## src/rtl/fifo_pkg.sv

```systemverilog
// Shared constants and width helpers for the single- and dual-clock FIFOs.
package fifo_pkg;

  localparam int FIFO_STD  = 0;
  localparam int FIFO_FWFT = 1;

  function automatic int ptr_w(input int depth);
    return (depth > 1) ? $clog2(depth) : 1;
  endfunction

  function automatic int cnt_w(input int depth);
    return $clog2(depth + 1);
  endfunction

endpackage

```

## src/rtl/fifo_ram.sv

```systemverilog
// Simple dual-port storage: synchronous write, registered read with read enable.
module fifo_ram #(
  parameter int DEPTH = 16,
  parameter int WIDTH = 8,
  parameter int AW    = 4
) (
  input  logic             clk,
  input  logic             rst,
  input  logic             we,
  input  logic [AW-1:0]    waddr,
  input  logic [WIDTH-1:0] wdata,
  input  logic             re,
  input  logic [AW-1:0]    raddr,
  output logic [WIDTH-1:0] rdata
);

  logic [WIDTH-1:0] mem [DEPTH];
  logic [WIDTH-1:0] rdata_reg;

  always_ff @(posedge clk) begin
    if (we) mem[waddr] <= wdata;
  end

  // Only the output register is reset; array contents survive reset.
  always_ff @(posedge clk) begin
    if (rst)     rdata_reg <= '0;
    else if (re) rdata_reg <= mem[raddr];
  end

  assign rdata = rdata_reg;

endmodule

```

## src/rtl/syn_fifo_prog.sv

```systemverilog
// Single-clock FIFO, arbitrary depth, programmable thresholds, sticky error
// flags and optional first-word-fall-through output stage.
module syn_fifo_prog
  import fifo_pkg::*;
#(
  parameter int DEPTH = 16,
  parameter int WIDTH = 8,
  parameter int FWFT  = FIFO_STD,
  localparam int CNT_W = cnt_w(DEPTH)
) (
  input  logic             clk,
  input  logic             rst,
  input  logic             winc,
  input  logic [WIDTH-1:0] wdata,
  output logic             wfull,
  output logic             walmost_full,
  output logic             wovf,
  input  logic             rinc,
  output logic [WIDTH-1:0] rdata,
  output logic             rempty,
  output logic             ralmost_empty,
  output logic             rudf,
  input  logic [CNT_W-1:0] afull_th,
  input  logic [CNT_W-1:0] aempty_th,
  output logic [CNT_W-1:0] count
);

  localparam int AW = ptr_w(DEPTH);
  localparam logic [CNT_W-1:0] DEPTH_C = CNT_W'(DEPTH);

  logic [AW-1:0]    wptr_reg, rptr_reg;
  logic [CNT_W-1:0] count_reg, count_next;
  logic             wfull_reg, rempty_reg, afull_reg, aempty_reg, wovf_reg, rudf_reg;
  logic             wen, ren, ram_re, rempty_next;

  function automatic logic [AW-1:0] ptr_inc(input logic [AW-1:0] p);
    return (p == AW'(DEPTH - 1)) ? '0 : p + AW'(1);
  endfunction

  assign wen = winc & ~wfull_reg;
  assign ren = rinc & ~rempty_reg;

  always_comb begin
    count_next = count_reg;
    if (wen && !ren)      count_next = count_reg + CNT_W'(1);
    else if (ren && !wen) count_next = count_reg - CNT_W'(1);
  end

  generate
    if (FWFT == FIFO_FWFT) begin : g_fwft
      // mem_cnt tracks words still in the array; the head word lives in the RAM read register.
      logic [CNT_W-1:0] mem_cnt_reg, mem_cnt_next;
      logic             out_valid_reg, out_valid_next;

      always_comb begin
        ram_re         = (mem_cnt_reg != '0) && (!out_valid_reg || ren);
        out_valid_next = ram_re || (out_valid_reg && !ren);
        mem_cnt_next   = mem_cnt_reg;
        if (wen && !ram_re)      mem_cnt_next = mem_cnt_reg + CNT_W'(1);
        else if (ram_re && !wen) mem_cnt_next = mem_cnt_reg - CNT_W'(1);
        rempty_next    = !out_valid_next;
      end

      always_ff @(posedge clk) begin
        if (rst) begin
          mem_cnt_reg   <= '0;
          out_valid_reg <= 1'b0;
        end else begin
          mem_cnt_reg   <= mem_cnt_next;
          out_valid_reg <= out_valid_next;
        end
      end
    end else begin : g_std
      assign ram_re      = ren;
      assign rempty_next = (count_next == '0);
    end
  endgenerate

  always_ff @(posedge clk) begin
    if (rst) begin
      wptr_reg   <= '0;
      rptr_reg   <= '0;
      count_reg  <= '0;
      wfull_reg  <= 1'b0;
      rempty_reg <= 1'b1;
      afull_reg  <= 1'b0;
      aempty_reg <= 1'b1;
      wovf_reg   <= 1'b0;
      rudf_reg   <= 1'b0;
    end else begin
      if (wen)    wptr_reg <= ptr_inc(wptr_reg);
      if (ram_re) rptr_reg <= ptr_inc(rptr_reg);
      count_reg  <= count_next;
      wfull_reg  <= (count_next == DEPTH_C);
      rempty_reg <= rempty_next;
      afull_reg  <= (count_next >= afull_th);
      aempty_reg <= (count_next <= aempty_th);
      wovf_reg   <= wovf_reg | (winc & wfull_reg);
      rudf_reg   <= rudf_reg | (rinc & rempty_reg);
    end
  end

  fifo_ram #(
    .DEPTH(DEPTH),
    .WIDTH(WIDTH),
    .AW   (AW)
  ) u_ram (
    .clk  (clk),
    .rst  (rst),
    .we   (wen),
    .waddr(wptr_reg),
    .wdata(wdata),
    .re   (ram_re),
    .raddr(rptr_reg),
    .rdata(rdata)
  );

  assign wfull         = wfull_reg;
  assign walmost_full  = afull_reg;
  assign wovf          = wovf_reg;
  assign rempty        = rempty_reg;
  assign ralmost_empty = aempty_reg;
  assign rudf          = rudf_reg;
  assign count         = count_reg;

endmodule

```

## config.mk

```make
export PLATFORM = sky130hd
export DESIGN_NAME = syn_fifo_prog
export DESIGN_NICKNAME = d
export VERILOG_FILES = /design/src/rtl/fifo_pkg.sv /design/src/rtl/fifo_ram.sv /design/src/rtl/syn_fifo_prog.sv
export SDC_FILE = /design/constraint.sdc
export NUM_CORES = 1
export LEC_CHECK = 0
export CAP_MARGIN = 30
export CORE_ASPECT_RATIO = 1.75
export CORE_UTILIZATION = 50
export CTS_BUF_LIST = sky130_fd_sc_hd__clkbuf_8
export DETAILED_ROUTE_END_ITERATION = 7
export MAX_ROUTING_LAYER = met4
export PLACE_DENSITY = 0.73
export SYNTH_ARGS = -nofsm -noshare
export SYNTH_HDL_FRONTEND = slang
export SYNTH_HIERARCHICAL = 1
export SYNTH_SLANG_ARGS = --single-unit
```

## constraint.sdc

```tcl
create_clock -name clk -period 2.85 [get_ports clk]
set_clock_uncertainty 0.05 [all_clocks]
set_input_delay 0.57 -clock clk [delete_from_list [all_inputs] [get_ports clk]]
set_output_delay 0.57 -clock clk [all_outputs]
set_load 0.1 [all_outputs]
```

==> impl_results.md, run 1 <==
- Status: completed
- Most frequent cells in the layout: 128 x edfxtp_1, 64 x mux2i_1, 54 x buf_4
- Worst-Margin Slew: 708 ps
- Layout cells sized above 1: 18.9%
- Minimum clock period: approximately 2500 ps
- Syn nets: 486
- Synth Area in XOR/XNOR: less than 1%
- Largest register FFs: approximately 130
- Area grow syn2layout: 17.1%
- Mapped cell area: 6510 um2
- Setup TNS: 0 ps
- Fin util: between 60% and 70%
- Fmax: 0.397 GHz
- Die ar.: 13500 um2
- Post-synth EDFFs: between 100 and 150
- CTS max path bufs: 2
- Synth Area in Compound Gates: about 6.8%
- Fin nets: approximately 560
- Startpoint types: primary input
- Layout Cells excl Fill: approximately 710
- Number of global-route vias before repair: about 4.0k
- Die Y: 153 um
- Syn_area_per_cell: between 10 and 15 um2
- Yosys Warn Count: 6
- Setup ws final: between 300 and 400 ps
- Worst EP required: ~3200 ps
- Maxcap violations: 0
- CP max-delay cell: clkdlybuf4s50_1
- Leakage: around 2.6 nW
- Slew Viols, Final: 0
- Postcts setup bufs: 0
- Starting Density: roughly half
- Sequential fraction of design power: 50.2%
- Routed Wire Length: ~13000 um
- Synth async-reset ratio: 0%
- Sw power: ~1.4 mW
- Final Cycle Share: 88.4%
- Rows: 54
- Switch share: between 20 and 30%
- Crit path max fanout: 4
- Vias: 3888
- Cells after Synth: 450
- Post-synthesis simple-gate area fraction: under 10%
- Clock latency on the worst-skew pair: between 400 and 500 ps
- Pre-CTS WS: -117 ps
- Clock net sink count: between 150 and 200
- Final hold vios: 0
- Antenna viol nets, final: 0
- Critical path class: primary input to flip-flop
- Port Buf Inserts: 40
- CTS resizes: 0
- Placed Instances: approximately 680
- Pin count of the biggest net entering global routing: 68
- Adder-cell share of the synthesized area: under 10%
- Commonest non-fill, non-tap cell in the layout: edfxtp_1
- Num CTS Buffers: 17
- Logic pwr share: between 10% and 20%
- Yosys cell types: just under 50
- P per Cell Area: about 670 nW/um2
- # IOs: slightly above 40
- Initial antenna violation count: 0
- First-pass GRT wire length: between 20000 and 25000 um
- Top cell type by total area after synthesis: edfxtp_1
- CTS clk-pin slew, worst paths: ~80 ps
- Final setup viols: 0
- Clock root cell: clkbuf_8
- Mux cell area share after synthesis: under 10%
- Hold Crit Class: flip-flop to flip-flop
- Data arrival time of the critical path: approximately 2800 ps
- Internal power: 3.73 mW
- Routed WL per cell: between 15 and 20 um
- Clock Power Share: 33.6%
- Top-area cell type share of the netlist area: 59.0%
- RSZ-0062 raised after global routing: false
- Synth top area cells: edfxtp_1 59%, mux2i_1 9.8%, dfxtp_1 8.3%, a22oi_1 2.8%, ha_1 2.7%
- Htree depth: 4
- Total grt overflow: 0
- Critical-path cell list: clkdlybuf4s50_1 -> nand2b_4 -> nor2_1 -> o21ai_0 -> o21ai_0 -> buf_4 -> ha_1 -> nor2b_1 -> o21a_1 -> o21a_1 -> o21a_1 -> o21ai_0
- Total power: roughly 5.1 mW
- Rel. slew slack: 52.8%
- GRT Overall Usage: between 20% and 30%
- Drt drc: 0
- Flops & latches, synth: 155
- TritonCTS clock tree: yes
- Detailed router's first-iteration violation count: 244
- Die extent in x: 88.3 um
- Largest family of logic cells by synthesized area: multiplexers
- Gp weighted congestion: 0.817
- Slowest stage delay, CP: 530 ps
- Vias per cell: around 5.5
- DP HPWL: around 9000 um
- Antenna cells: 0
- Sequential-to-total area share from yosys stat: about two thirds
- Synth Flop Type: edfxtp_1
- CP Capture Type: flip-flop
- Max IR drop VDD: roughly 0.44 mV
- TritonRoute pass-1 iters: 4
- Core area: between 10000 and 15000 um2
- Hold Buf Count CTS: 0
-- metal layers --
layer,track usage [%],wire [um],vias up
met3,5.08,554,22
met2,36.8,7450,108
met5,-,0,-
met4,10.5,363,0
met1,23.4,4890,1905
li1,-,-,1853
-- cells by family (layout without fill, tap and decap cells) --
| family | Yosys count | in the layout |
|---|---|---|
| XOR/XNOR | 5 | 5 |
| AND/OR/NAND/NOR | 115 | 115 |
| multiplexers | 64 | 64 |
| AO/OA/AOI/OAI | 64 | 64 |
| flip-flops | 155 | 155 |
| buffers and inverters | 33 | 124 |
| adder cells (fa/ha/maj) | 14 | 14 |
-- worst max-delay path: cells and delay by family --
family                   cells  cell delay, ps
AO/OA/AOI/OAI                6             910
buffers and inverters        2             680
AND/OR/NAND/NOR              3             450
adder cells (fa/ha/maj)      1             230
-- cell type report --
cell class / instances / area [um2]
inverters: 15 / 71.3
clock buffers: 17 / 234
multi-input cells: 262 / 1880
well taps: 168 / 210
flip-flops and latches: 155 / 4390
repair buffers: 77 / 656
clock inverters: 15 / 185
fillers: 998 / 4940
-- per-stage QoR --
step / hold slack (ps) / cell area [um2]
3_5_place_dp: 401 / 7210
4_1_cts: 419 / 7630
5_1_grt: 439 / 7630
3_3_place_gp: 401 / 7210
2_1_floorplan: 450 / 6520
6_report: 413 / 7630
-- power groups by stage --
stage                     Combinational [mW]  Sequential, mW  Clock, mW
final                                  0.828            2.57       1.72
after global routing                   0.890            2.57       1.83
after CTS                              0.834            2.57       1.76
after detailed placement               0.831            2.62          0
after global placement                 0.813            2.61          0
after floorplan                        0.302            2.88          0
-- path summary, 6_finish.rpt --
kind / start / end / slack (ps) / cells past startpoint
min reg2reg: u_ram/rdata[4] / u_ram/rdata[4] / 410 / 2
max reg2reg: count[1] / ralmost_empty / 460 / 11
min: u_ram/rdata[4] / u_ram/rdata[4] / 410 / 2
max: rinc / ralmost_empty / 330 / 12
-- synthesized netlist by cell type, types with 2 or more instances --
cell type and instances:
xor2_1 2, xnor2_1 2, buf_12 2, a21oi_1 20, nand2b_1 3, inv_1 13, buf_2 7, nand3_1 28
a311oi_1 2, buf_8 4, o21ai_0 6, ha_1 14, nor3_1 5, o21a_1 3, nor2b_1 5, or3_1 2
edfxtp_1 128, nor2_1 27, buf_6 3, and3_1 2, a22oi_1 24, mux2i_1 64, nand2_1 29, nand2b_4 2
dfxtp_1 27, nand3b_1 3
Note: power is estimated with default switching activity, not from simulation.
==> inputs of run 2 (changes only) <==
--- a/config.mk
+++ b/config.mk
@@ -11,7 +11,7 @@
 export CTS_BUF_LIST = sky130_fd_sc_hd__clkbuf_8
 export DETAILED_ROUTE_END_ITERATION = 7
 export MAX_ROUTING_LAYER = met4
-export PLACE_DENSITY = 0.73
+export PLACE_DENSITY = 0.72
 export SYNTH_ARGS = -nofsm -noshare
 export SYNTH_HDL_FRONTEND = slang
 export SYNTH_HIERARCHICAL = 1
==> run 2 against run 1 <==
Against the previous run: sequential cell count unchanged; cell count decreased by 0.42%; largest cell class unchanged; worst hold slack got worse by 1.5 ps; first-iteration DRC count increased by 3.7%; via count increased by 0.21%; die area unchanged; critical endpoint unchanged; utilization increased by 0.21 points; fmax decreased by 3.3%; register-to-register slack got worse by 90 ps.
==> impl_results.md, run 2 (synthesized netlist as in run 1, its figures left out) <==
- Status: completed (unchanged)
- DP HPWL: 9130 um (was 9030 um)
- Placed cell area: 7180 um2 (was 7210 um2)
- Clock root cell: clkbuf_8 (unchanged)
- Startpoint types: primary input (unchanged)
- Critical-path cell list: clkdlybuf4s50_1 -> nand2b_4 -> nor2_1 -> o21ai_0 -> o21ai_0 -> buf_4 -> ha_1 -> nor2b_1 -> o21a_1 -> o21a_1 -> o21a_1 -> o21ai_0 (unchanged)
- Final setup viols: 0 (unchanged)
- Maxcap violations: 0 (unchanged)
- Rel. slew slack: 40.8% (was 52.8%)
- CTS resizes: 0 (unchanged)
- Htree depth: 4 (unchanged)
- Clock latency on the worst-skew pair: 430 ps (was 440 ps)
- Routed WL per cell: 18.8 um (was 18.7 um)
- CP max-delay cell: clkdlybuf4s50_1 (unchanged)
- Fin nets: 561 (was 564)
- Minimum clock period: 2610 ps (was 2520 ps)
- Largest register FFs: 128 (unchanged)
- Crit path max fanout: 5 (was 4)
- Hold Buf Count CTS: 0 (unchanged)
- Worst-Margin Slew: 884 ps (was 708 ps)
- TritonRoute pass-1 iters: 4 (unchanged)
- GRT Overall Usage: 21.6% (was 21.8%)
- First-pass GRT wire length: 20500 um (was 20600 um)
- RSZ-0062 raised after global routing: false (unchanged)
- # IOs: 41 (unchanged)
- Fmax: 0.384 GHz (was 0.397 GHz)
- Multi-input logic area: 1880 um2 (unchanged)
- Pin count of the biggest net entering global routing: 34 (was 68)
- Worst EP required: 3160 ps (about the same)
- Seq. cell area: 4390 um2 (unchanged)
- Vias per cell: 5.52 (was 5.48)
- TritonCTS clock tree: yes (unchanged)
- Core area: 12600 um2 (unchanged)
- Commonest non-fill, non-tap cell in the layout: edfxtp_1 (unchanged)
- Total power: 5.31 mW (was 5.11 mW)
- P per Cell Area: 693 nW/um2 (was 670 nW/um2)
- Detailed router's first-iteration violation count: 253 (was 244)
- Drt drc: 0 (unchanged)
- Layout cells sized above 1: 18.8% (was 18.9%)
- Slowest stage delay, CP: 520 ps (was 530 ps)
- Rows: 54 (unchanged)
- Die extent in x: 88.3 um (unchanged)
- Slew Viols, Final: 0 (unchanged)
- Gp weighted congestion: 0.851 (was 0.817)
- Antenna cells: 0 (unchanged)
- Initial antenna violation count: 0 (unchanged)
- Max IR drop VDD: 0.383 mV (was 0.439 mV)
- CTS max path bufs: 2 (unchanged)
- Critical path class: primary input to flip-flop (unchanged)
- Die ar.: 13500 um2 (unchanged)
- Hold Crit Class: flip-flop to flip-flop (unchanged)
- Starting Density: 51.8% (unchanged)
- Port Buf Inserts: 40 (unchanged)
- Leakage: 2.64 nW (was 2.63 nW)
- Postcts setup bufs: 0 (unchanged)
- Num CTS Buffers: 17 (unchanged)
- Final Cycle Share: 91.5% (was 88.4%)
- Area grow syn2layout: 17.5% (was 17.1%)
- Setup TNS: 0 ps (unchanged)
- CP Capture Type: flip-flop (unchanged)
- Vias: 3896 (was 3888)
- Routed Wire Length: 13300 um (was 13200 um)
- Fin area: 7660 um2 (was 7630 um2)
- Total grt overflow: 0 (unchanged)
- Fill cell count: 969 (was 998)
- Number of global-route vias before repair: 4043 (was 4032)
- Final hold vios: 0 (unchanged)
- Clock net sink count: 155 (unchanged)
- Antenna viol nets, final: 0 (unchanged)
- Most frequent cells in the layout: 128 x edfxtp_1, 64 x mux2i_1, 52 x buf_4 (was 128 x edfxtp_1, 64 x mux2i_1, 54 x buf_4)
- Buffers plus inverters on the worst setup path: 2 (unchanged)
- CTS clk-pin slew, worst paths: 80 ps (about the same)
- Die Y: 153 um (unchanged)
- Data arrival time of the critical path: 2920 ps (was 2830 ps)
- Delay-heaviest family, CP: compound AO/OA/AOI/OAI gates (unchanged)
run 2: cell count changes in the layout (fill, tap and decap cells not counted), sizes merged:
cell / change
buf: -3
inv: -1
clkinvlp: -1
bufinv: +2
run 2: where the power goes:
group / leakage (nW) / internal [mW] / switching (mW)
Clock: 0.234 / 1.13 / 0.788
Combinational: 1.03 / 0.261 / 0.561
Sequential: 1.38 / 2.51 / 0.0498
Total: 2.64 / 3.91 / 1.40
run 2: final cells by class:
| type | count | share of cell area (%) |
|---|---|---|
| Sequential cell | 155 | 57.4 |
| Multi-Input combinational cell | 262 | 24.6 |
| Tap cell | 168 | 2.75 |
| Inverter | 15 | 0.931 |
| Clock buffer | 17 | 3.06 |
| Clock inverter | 15 | 3.22 |
| Timing Repair Buffer | 74 | 8.10 |
run 2: per-layer routing:
layer  share of wire, %  track usage (%)
met5                  0                -
met4                2.1             9.45
met3                5.0             4.64
met2                 56             38.1
met1                 37             22.5
run 2: metrics by stage:
step	std cells	worst slack (ps)	hold slack (ps)	utilization, %
3_3_place_gp	674	-109	399	57.1
3_5_place_dp	674	-155	396	57.1
5_1_grt	706	96.7	442	60.9
4_1_cts	706	299	415	60.9
2_1_floorplan	450	15.7	450	-
6_report	706	244	411	60.9
run 2: path summary, 6_finish.rpt:
kind                     to            from  cells after the start  slack [ps]
max           ralmost_empty            rinc                     12         240
min          u_ram/rdata[7]  u_ram/rdata[7]                      2         410
max reg2reg   ralmost_empty        count[1]                     11         370
min reg2reg  u_ram/rdata[7]  u_ram/rdata[7]                      2         410
run 2: worst min-delay path, stage by stage, from the launching register on:
cell     delay [ps]
dfxtp_1         330
nand2_1          50
nand3_1          50
